File: src/rtl/timer_pkg.sv
// Shared constants for the Timer/Counter1 engine: clock-select codes and
// register bit positions in TCCR1B, TIMSK and TIFR.
package timer_pkg;

   typedef enum logic [2:0] {
      CS_STOP    = 3'b000,
      CS_CLK1    = 3'b001,
      CS_CLK8    = 3'b010,
      CS_CLK64   = 3'b011,
      CS_CLK256  = 3'b100,
      CS_CLK1024 = 3'b101,
      CS_T1_FALL = 3'b110,
      CS_T1_RISE = 3'b111
   } cs_e;

   localparam int WGM12_BIT  = 3;
   localparam int OCIE1A_BIT = 4;
   localparam int TOIE1_BIT  = 2;
   localparam int OCF1A_BIT  = 4;
   localparam int TOV1_BIT   = 2;

   localparam logic [15:0] TCNT_MAX = 16'hFFFF;

endpackage

File: src/rtl/timer_prescaler_tick.sv
// Turns the CS1 clock-select code into a single count-enable tick, from either
// the free-running prescaler or a synchronised edge on the external T1 pin.
module timer_prescaler_tick
   import timer_pkg::*;
#(
   parameter int PRESCALE_W = 10
) (
   input  logic       clk,
   input  logic       rst_n,
   input  logic [2:0] cs,
   input  logic       t1_pin,
   output logic       tick
);

   logic [PRESCALE_W-1:0] presc;
   logic                  t1_meta;
   logic                  t1_sync;
   logic                  t1_prev;

   // The prescaler is never cleared by a CS change, so switching divisors
   // keeps the current phase.
   always_ff @(posedge clk) begin
      if (!rst_n) begin
         presc   <= '0;
         t1_meta <= 1'b0;
         t1_sync <= 1'b0;
         t1_prev <= 1'b0;
      end else begin
         presc   <= presc + 1'b1;
         t1_meta <= t1_pin;
         t1_sync <= t1_meta;
         t1_prev <= t1_sync;
      end
   end

   always_comb begin
      tick = 1'b0;
      case (cs_e'(cs))
         CS_STOP:    tick = 1'b0;
         CS_CLK1:    tick = 1'b1;
         CS_CLK8:    tick = &presc[2:0];
         CS_CLK64:   tick = &presc[5:0];
         CS_CLK256:  tick = &presc[7:0];
         CS_CLK1024: tick = &presc[9:0];
         CS_T1_FALL: tick = ~t1_sync & t1_prev;
         CS_T1_RISE: tick = t1_sync & ~t1_prev;
         default:    tick = 1'b0;
      endcase
   end

endmodule

File: src/rtl/timer_16bit_count_engine.sv
// Timer/Counter1 count engine: computes the next TCNT1, TIFR set/clear pulses
// and registered interrupt requests from the stored register-file contents.
module timer_16bit_count_engine
   import timer_pkg::*;
#(
   parameter int PRESCALE_W = 10
) (
   input  logic        sysClock,
   input  logic        system_reset,
   input  logic [7:0]  TCCR1B,
   input  logic [15:0] OCR1A,
   input  logic [15:0] TCNT1,
   input  logic [7:0]  TIMSK,
   input  logic [7:0]  TIFR,
   input  logic        cpu_tcnt_write,
   input  logic [15:0] cpu_tcnt_data,
   input  logic        T1_pin,
   input  logic        ocf1a_ack,
   input  logic        tov1_ack,
   output logic [15:0] tcnt_next,
   output logic [7:0]  tifr_set_mask,
   output logic [7:0]  tifr_clr_mask,
   output logic        irq_ocf1a,
   output logic        irq_tov1
);

   logic       tick;
   logic       ctc;
   logic       match;
   logic       at_max;
   logic       cmp_set;
   logic       ovf_set;
   logic       block_cmp;
   logic [7:0] set_d;
   logic [7:0] clr_d;
   logic       unused_bits;

   assign unused_bits = ^{TCCR1B[7:4], TIMSK[7:5], TIMSK[3], TIMSK[1:0],
                          TIFR[7:5], TIFR[3], TIFR[1:0]};

   timer_prescaler_tick #(
      .PRESCALE_W (PRESCALE_W)
   ) u_tick (
      .clk    (sysClock),
      .rst_n  (system_reset),
      .cs     (TCCR1B[2:0]),
      .t1_pin (T1_pin),
      .tick   (tick)
   );

   assign ctc    = TCCR1B[WGM12_BIT];
   assign match  = (TCNT1 == OCR1A);
   assign at_max = (TCNT1 == TCNT_MAX);

   // In CTC the counter only passes MAX when OCR1A sits at MAX itself is
   // excluded, since then the clear-on-match absorbs the wrap.
   assign cmp_set = tick & match & ~block_cmp;
   assign ovf_set = tick & at_max & (~ctc | (OCR1A != TCNT_MAX));

   always_comb begin
      tcnt_next = TCNT1;
      if (!system_reset)
         tcnt_next = '0;
      else if (cpu_tcnt_write)
         tcnt_next = cpu_tcnt_data;
      else if (!tick)
         tcnt_next = TCNT1;
      else if (ctc && match)
         tcnt_next = '0;
      else
         tcnt_next = TCNT1 + 16'd1;
   end

   always_comb begin
      set_d = '0;
      clr_d = '0;
      set_d[OCF1A_BIT] = cmp_set;
      set_d[TOV1_BIT]  = ovf_set;
      clr_d[OCF1A_BIT] = ocf1a_ack & ~cmp_set;
      clr_d[TOV1_BIT]  = tov1_ack & ~ovf_set;
   end

   always_ff @(posedge sysClock) begin
      if (!system_reset) begin
         block_cmp     <= 1'b0;
         tifr_set_mask <= '0;
         tifr_clr_mask <= '0;
         irq_ocf1a     <= 1'b0;
         irq_tov1      <= 1'b0;
      end else begin
         if (cpu_tcnt_write)
            block_cmp <= 1'b1;
         else if (tick)
            block_cmp <= 1'b0;
         tifr_set_mask <= set_d;
         tifr_clr_mask <= clr_d;
         irq_ocf1a     <= TIFR[OCF1A_BIT] & TIMSK[OCIE1A_BIT];
         irq_tov1      <= TIFR[TOV1_BIT] & TIMSK[TOIE1_BIT];
      end
   end

endmodule

File: config.mk
export PLATFORM = sky130hd
export DESIGN_NAME = timer_16bit_count_engine
export DESIGN_NICKNAME = d
export VERILOG_FILES = /design/src/rtl/timer_pkg.sv /design/src/rtl/timer_prescaler_tick.sv /design/src/rtl/timer_16bit_count_engine.sv
export SDC_FILE = /design/constraint.sdc
export NUM_CORES = 1
export LEC_CHECK = 0
export BUFFER_PORTS_ARGS = -buffer_cell sky130_fd_sc_hd__buf_2
export CAP_MARGIN = 40
export CORE_ASPECT_RATIO = 0.6
export CORE_MARGIN = 4
export CORE_UTILIZATION = 30
export DETAILED_ROUTE_END_ITERATION = 16
export PLACE_DENSITY = 0.66
export REMOVE_ABC_BUFFERS = 1
export SYNTH_ARGS = -nofsm -noshare
export SYNTH_HDL_FRONTEND = slang
export SYNTH_SLANG_ARGS = --single-unit
File: constraint.sdc
create_clock -name sysClock -period 9.35 [get_ports sysClock]
set_input_delay 2.3375 -clock sysClock [delete_from_list [all_inputs] [get_ports sysClock]]
set_output_delay 2.3375 -clock sysClock [all_outputs]
set_load 0.03 [all_outputs]
# Word level (Yosys, flattened, before mapping)
# Cells that the tools add are included.
# totals
ff_bits,32
out_inout_bits,34
inputBits,78
# op_classes
bitwise_logic,17
muxes,7
n_reduce_logical,7
n_eq_ne,10
addsub,2
# ops
cell,count
two-way mux 16 bit,4
"adder 16 x 1 -> 16 bit, second input constant",1
== test 16 bit,1
"== test 16 bit, second input constant",1
"inequality test 16 bit, second input constant",1
"== test 3 bit, second input constant",4
"adder 10 x 1 -> 10 bit, second input constant",1
bitwise AND 1 bit,10
AND reduction 10 bit,1
one-hot mux 1 bit (8 select lines),1
AND reduction 8 bit,1
"== test 3 x 2 -> 1 bit, second input constant",2
NOT 1 bit,6
AND reduction 6 bit,1
"== test 3 x 1 -> 1 bit, second input constant",1
logical NOT 3 bit,1
AND reduction 3 bit,1
two-way mux 1 bit,2
nonzero test 2 bit,1
logical AND 1 bit,1
bitwise OR 1 bit,1

# Logic depth before layout (Yosys ltp)
# logic_depth
ltp_word,7
depth_mapped,10

# Modules after synthesis
# From an unflattened synthesis, not the netlist that was laid out.
# unflattened
hier_cells,210
area_unflattened_um2,1676.6
# by_module_without_submodules
module,seq_area_each_um2,area_each_um2,instances,cells_per_inst
timer_16bit_count_engine,140.1,1116.1,1,149
timer_prescaler_tick,260.2,560.5,1,61

# Worst setup path after synthesis
# Ideal clock, no wire load.
# synth_path
path_kind,input -> output
start,in TCCR1B[2]
end,out tcnt_next[5]
required_time_ps,7013
setup_slack_ps,2794
n_path_buf,1
arrival_ps,4219
cell_stages,7
path_cell_list,inv_1 > o311ai_2 > a21oi_2 > nor3_1 > clkbuf_1 > a21oi_1 > o31ai_1
# synth_via
elab_chain_len,5
elab_cells_between_ends,12
cone_classes,eq/ne (7); mux (4); reduce/logical (1)
# synth_rtl
item,line_no,rtl
"start, declared",timer_16bit_count_engine.sv:10,"input logic [7:0] TCCR1B,"
== test 3 bit (tied with other cells),timer_prescaler_tick.sv:38,case (cs_e'(cs))
one-hot mux 1 bit (8 select lines) *,timer_prescaler_tick.sv:38,
two-way mux 16 bit *,timer_16bit_count_engine.sv:66,else if (!tick)
two-way mux 16 bit *,timer_16bit_count_engine.sv:64,else if (cpu_tcnt_write)
two-way mux 16 bit *,timer_16bit_count_engine.sv:62,if (!system_reset)
"end, declared",timer_16bit_count_engine.sv:20,"output logic [15:0] tcnt_next,"
# Mark *: on every way between the ends. The rest lies on a longest branch, timed or not.

# Final worst setup path
# layout_path
start,in TCNT1[14]
end,out tcnt_next[11]
# layout_via
elab_chain_len,6
# layout_rtl
item,line_no,rtl
"start, declared",timer_16bit_count_engine.sv:12,"input logic [15:0] TCNT1,"
== test 16 bit,timer_16bit_count_engine.sv:52,assign match = (TCNT1 == OCR1A);
logical AND 1 bit,timer_16bit_count_engine.sv:68,else if (ctc && match)
two-way mux 16 bit,timer_16bit_count_engine.sv:68,
two-way mux 16 bit,timer_16bit_count_engine.sv:66,
two-way mux 16 bit,timer_16bit_count_engine.sv:64,
two-way mux 16 bit,timer_16bit_count_engine.sv:62,
# No other way between the ends.

==> out/metrics.cfg <==
[floorplan]
core_mm2 = 0.00557
dieWidth_um = 106
ioPinCount = 112
start_util = 0.309
dieHeight_um = 66.7
die_area_mm2 = 0.00706
rows = 21

[sta]
min_period_over_period = 0.742
skew_ns = 0.00448
hold_ws_ns = 0.446
period_minus_slack_ns = 6.94
setup_viol = 0
finalHoldViolCount = 0
tightest_slew_ns = 0.715
rsz0062_at_grt = false
finalSetupTns_ns = 0
slew_headroom = 0.522
max_freq_mhz = 144
slew_violations = 0

[detailed_routing]
vias = 1991
drtAntennaViolNets = 0
drtPass1Iterations = 4
drt_iter0_drc = 123
drc_errors = 0
met2_length_um = 2440
post_drt_wl_per_cell_um = 14.7
viasPerCell = 5.07
wirelength_um = 5770
wl_met1_um = 2740
highest_layer = met4
wl_met3_um = 516

[global_routing]
antenna_found_initial = 0
grt_first_pass_wirelength_um = 8980
grt_overflow_total = 0
grt_use_total = 0.159
grt_max_degree = 28
grt_pass1_vias = 1823

[worst_setup_path]
startpoint_type = input port
slowest_stage = nand2_1
cp_max_fo = 21
r2r_start = u_tick.presc[0]
path_class = input port to output pin
cp_common_cell = buf_2
cp_top_family = simple AND/OR/NAND/NOR gates
r2r_slack_ns = 7.30
cp-startpoint = TCNT1[14]
arrival_ns = 4.60
cp-end-kind = output pin
path_cells = buf_2 -> xnor2_1 -> nand4_1 -> nor4_2 -> nand2_1 -> a41oi_1 -> a21oi_1 -> buf_2
cp.buffers_inverters = 2
cp_slowest_stage_delay_ns = 0.58
cp_data_required_time_ns = 7.01

[cts]
cts_htree_levels = 1
clkTransAtPathRegs_ns = 0.07
cts_sinks = 20
cts_resized = 0
cts_tree = done
clockBufferDepth = 2
root_buffer = clkbuf_8
cts-buffers-inserted = 3
cts_hold_buffers = 0
clock_latency_ns = 0.26
postCtsSetupBuffers = 0

[power]
p_comb_frac = 0.341
p_sw_frac = 0.345
p_leak_uw = 0.000949
power.switching_uw = 80.6
vdd_ir_drop_max_v = 0.0000473
p_int_uw = 153
seqPwrFrac = 0.382
p_per_area_mw_per_mm2 = 107
p_clk_frac = 0.278

[worst_hold_path]
min-delay-start = u_tick.presc[0]
min_path_type = register to register

[yosys]
synth-async-reset-ratio = 0
synth_area_mm2 = 0.00172
synth_top_flop_cell = dfxtp_1
ys_warn_count = 0
synth_edf_count = 0
synth.largest_area_cell = dfxtp_1
yosysMostFrequentCell = nand3_1
synth_common_cells = nand3_1 (24), nor2_1 (22), a21oi_1 (20), dfxtp_1 (20), xnor2_1 (19)
synth_cells = 240
synth.distinct_cells = 37
syn_avg_cell_area_um2 = 7.18
synth_top_area_share = 0.232
synth_area_leaders = dfxtp_1 (23%), xnor2_1 (9.7%), nand3_1 (7.0%)
ys_ff_latch = 20
seq_area_frac_synth = 0.232

[place]
dp_hpwl_um = 4560
io_buffers = 83
gp_congestion = 0.842

[flow_run]
cap_violations = 0

[layout]
drive_gt1_frac = 0.297
nFillCells = 622
postLayoutCoreUtil = 0.393
diodes = 0
area_growth_pct = 27.0
final_nets = 395

[outcome]
status = complete, no violations

-- per-stage QoR --
| step | power (uW) | instance area [um^2] | setup WS, ns | std cells |
|---|---|---|---|---|
| 4_1_cts | 236 | 2190 | 2.44 | 393 |
| 6_report | 234 | 2190 | 2.41 | 393 |
| 3_3_place_gp | 169 | 2130 | 2.43 | 389 |
| 2_1_floorplan | 135 | 1610 | 2.53 | 225 |
| 5_1_grt | 248 | 2190 | 2.20 | 393 |
| 3_5_place_dp | 170 | 2130 | 2.45 | 389 |
-- cell usage in the layout, fill, tap and decap left out, types with 12 or more instances in the layout --
master,n
a31oi_1,12
o21ai_0,17
dfxtp_1,20
buf_2,83
conb_1,12
a21oi_1,20
xnor2_1,19
nor2_1,22
nand2_1,13
nand3_1,24
-- metal layers --
| metal | track usage | up-vias |
|---|---|---|
| met5 | 0 | - |
| met4 | 0.0372 | 0 |
| met3 | 0.0348 | 8 |
| met2 | 0.240 | 93 |
| met1 | 0.231 | 899 |
| li1 | - | 991 |
-- final cells by class --
class                      count  area [um^2]  share of cell area
tap                           80          100              0.0457
inverter                       5         18.8             0.00858
multi-input combinational    200         1190               0.544
sequential                    20          400               0.183
clock buffer                   4         55.1              0.0252
timing repair buffer          84          423               0.193
-- cells by family after synthesis --
family                   count (synthesis)  synth area share
AO/OA/AOI/OAI                           59             0.203
XOR/XNOR                                23             0.117
adder cells (fa/ha/maj)                  3            0.0218
buffers and inverters                   31             0.100
flip-flops                              20             0.232
other                                    1           0.00218
AND/OR/NAND/NOR                        103             0.324
-- state kept, by name, indices dropped and copies added, names as in the netlist --
register,flops
irq_ocf1a,1
irq_tov1,1
tifr_clr_mask,2
block_cmp,1
tifr_set_mask,2
u_tick.presc,10
u_tick.t1_prev,1
u_tick.t1_meta,1
u_tick.t1_sync,1
-- path summary, 6_finish.rpt --
kind | end | cells past startpoint
setup / recovery | tcnt_next[11] | 8
hold / removal | u_tick.presc[0] | 1
setup reg to reg | tifr_set_mask[4] | 7
hold reg to reg | u_tick.presc[0] | 1
-- power by group through the flow --
stage	registers (uW)	logic, uW	clock network, uW
floorplan	92.5	42.8	0
global placement	90.9	78.2	0
detailed placement	91.1	79.1	0
CTS	89.1	79.6	66.8
global route	89.4	86.8	72.3
finish	89.1	79.6	64.9
No activity file was read; power rests on OpenSTA's default activity.
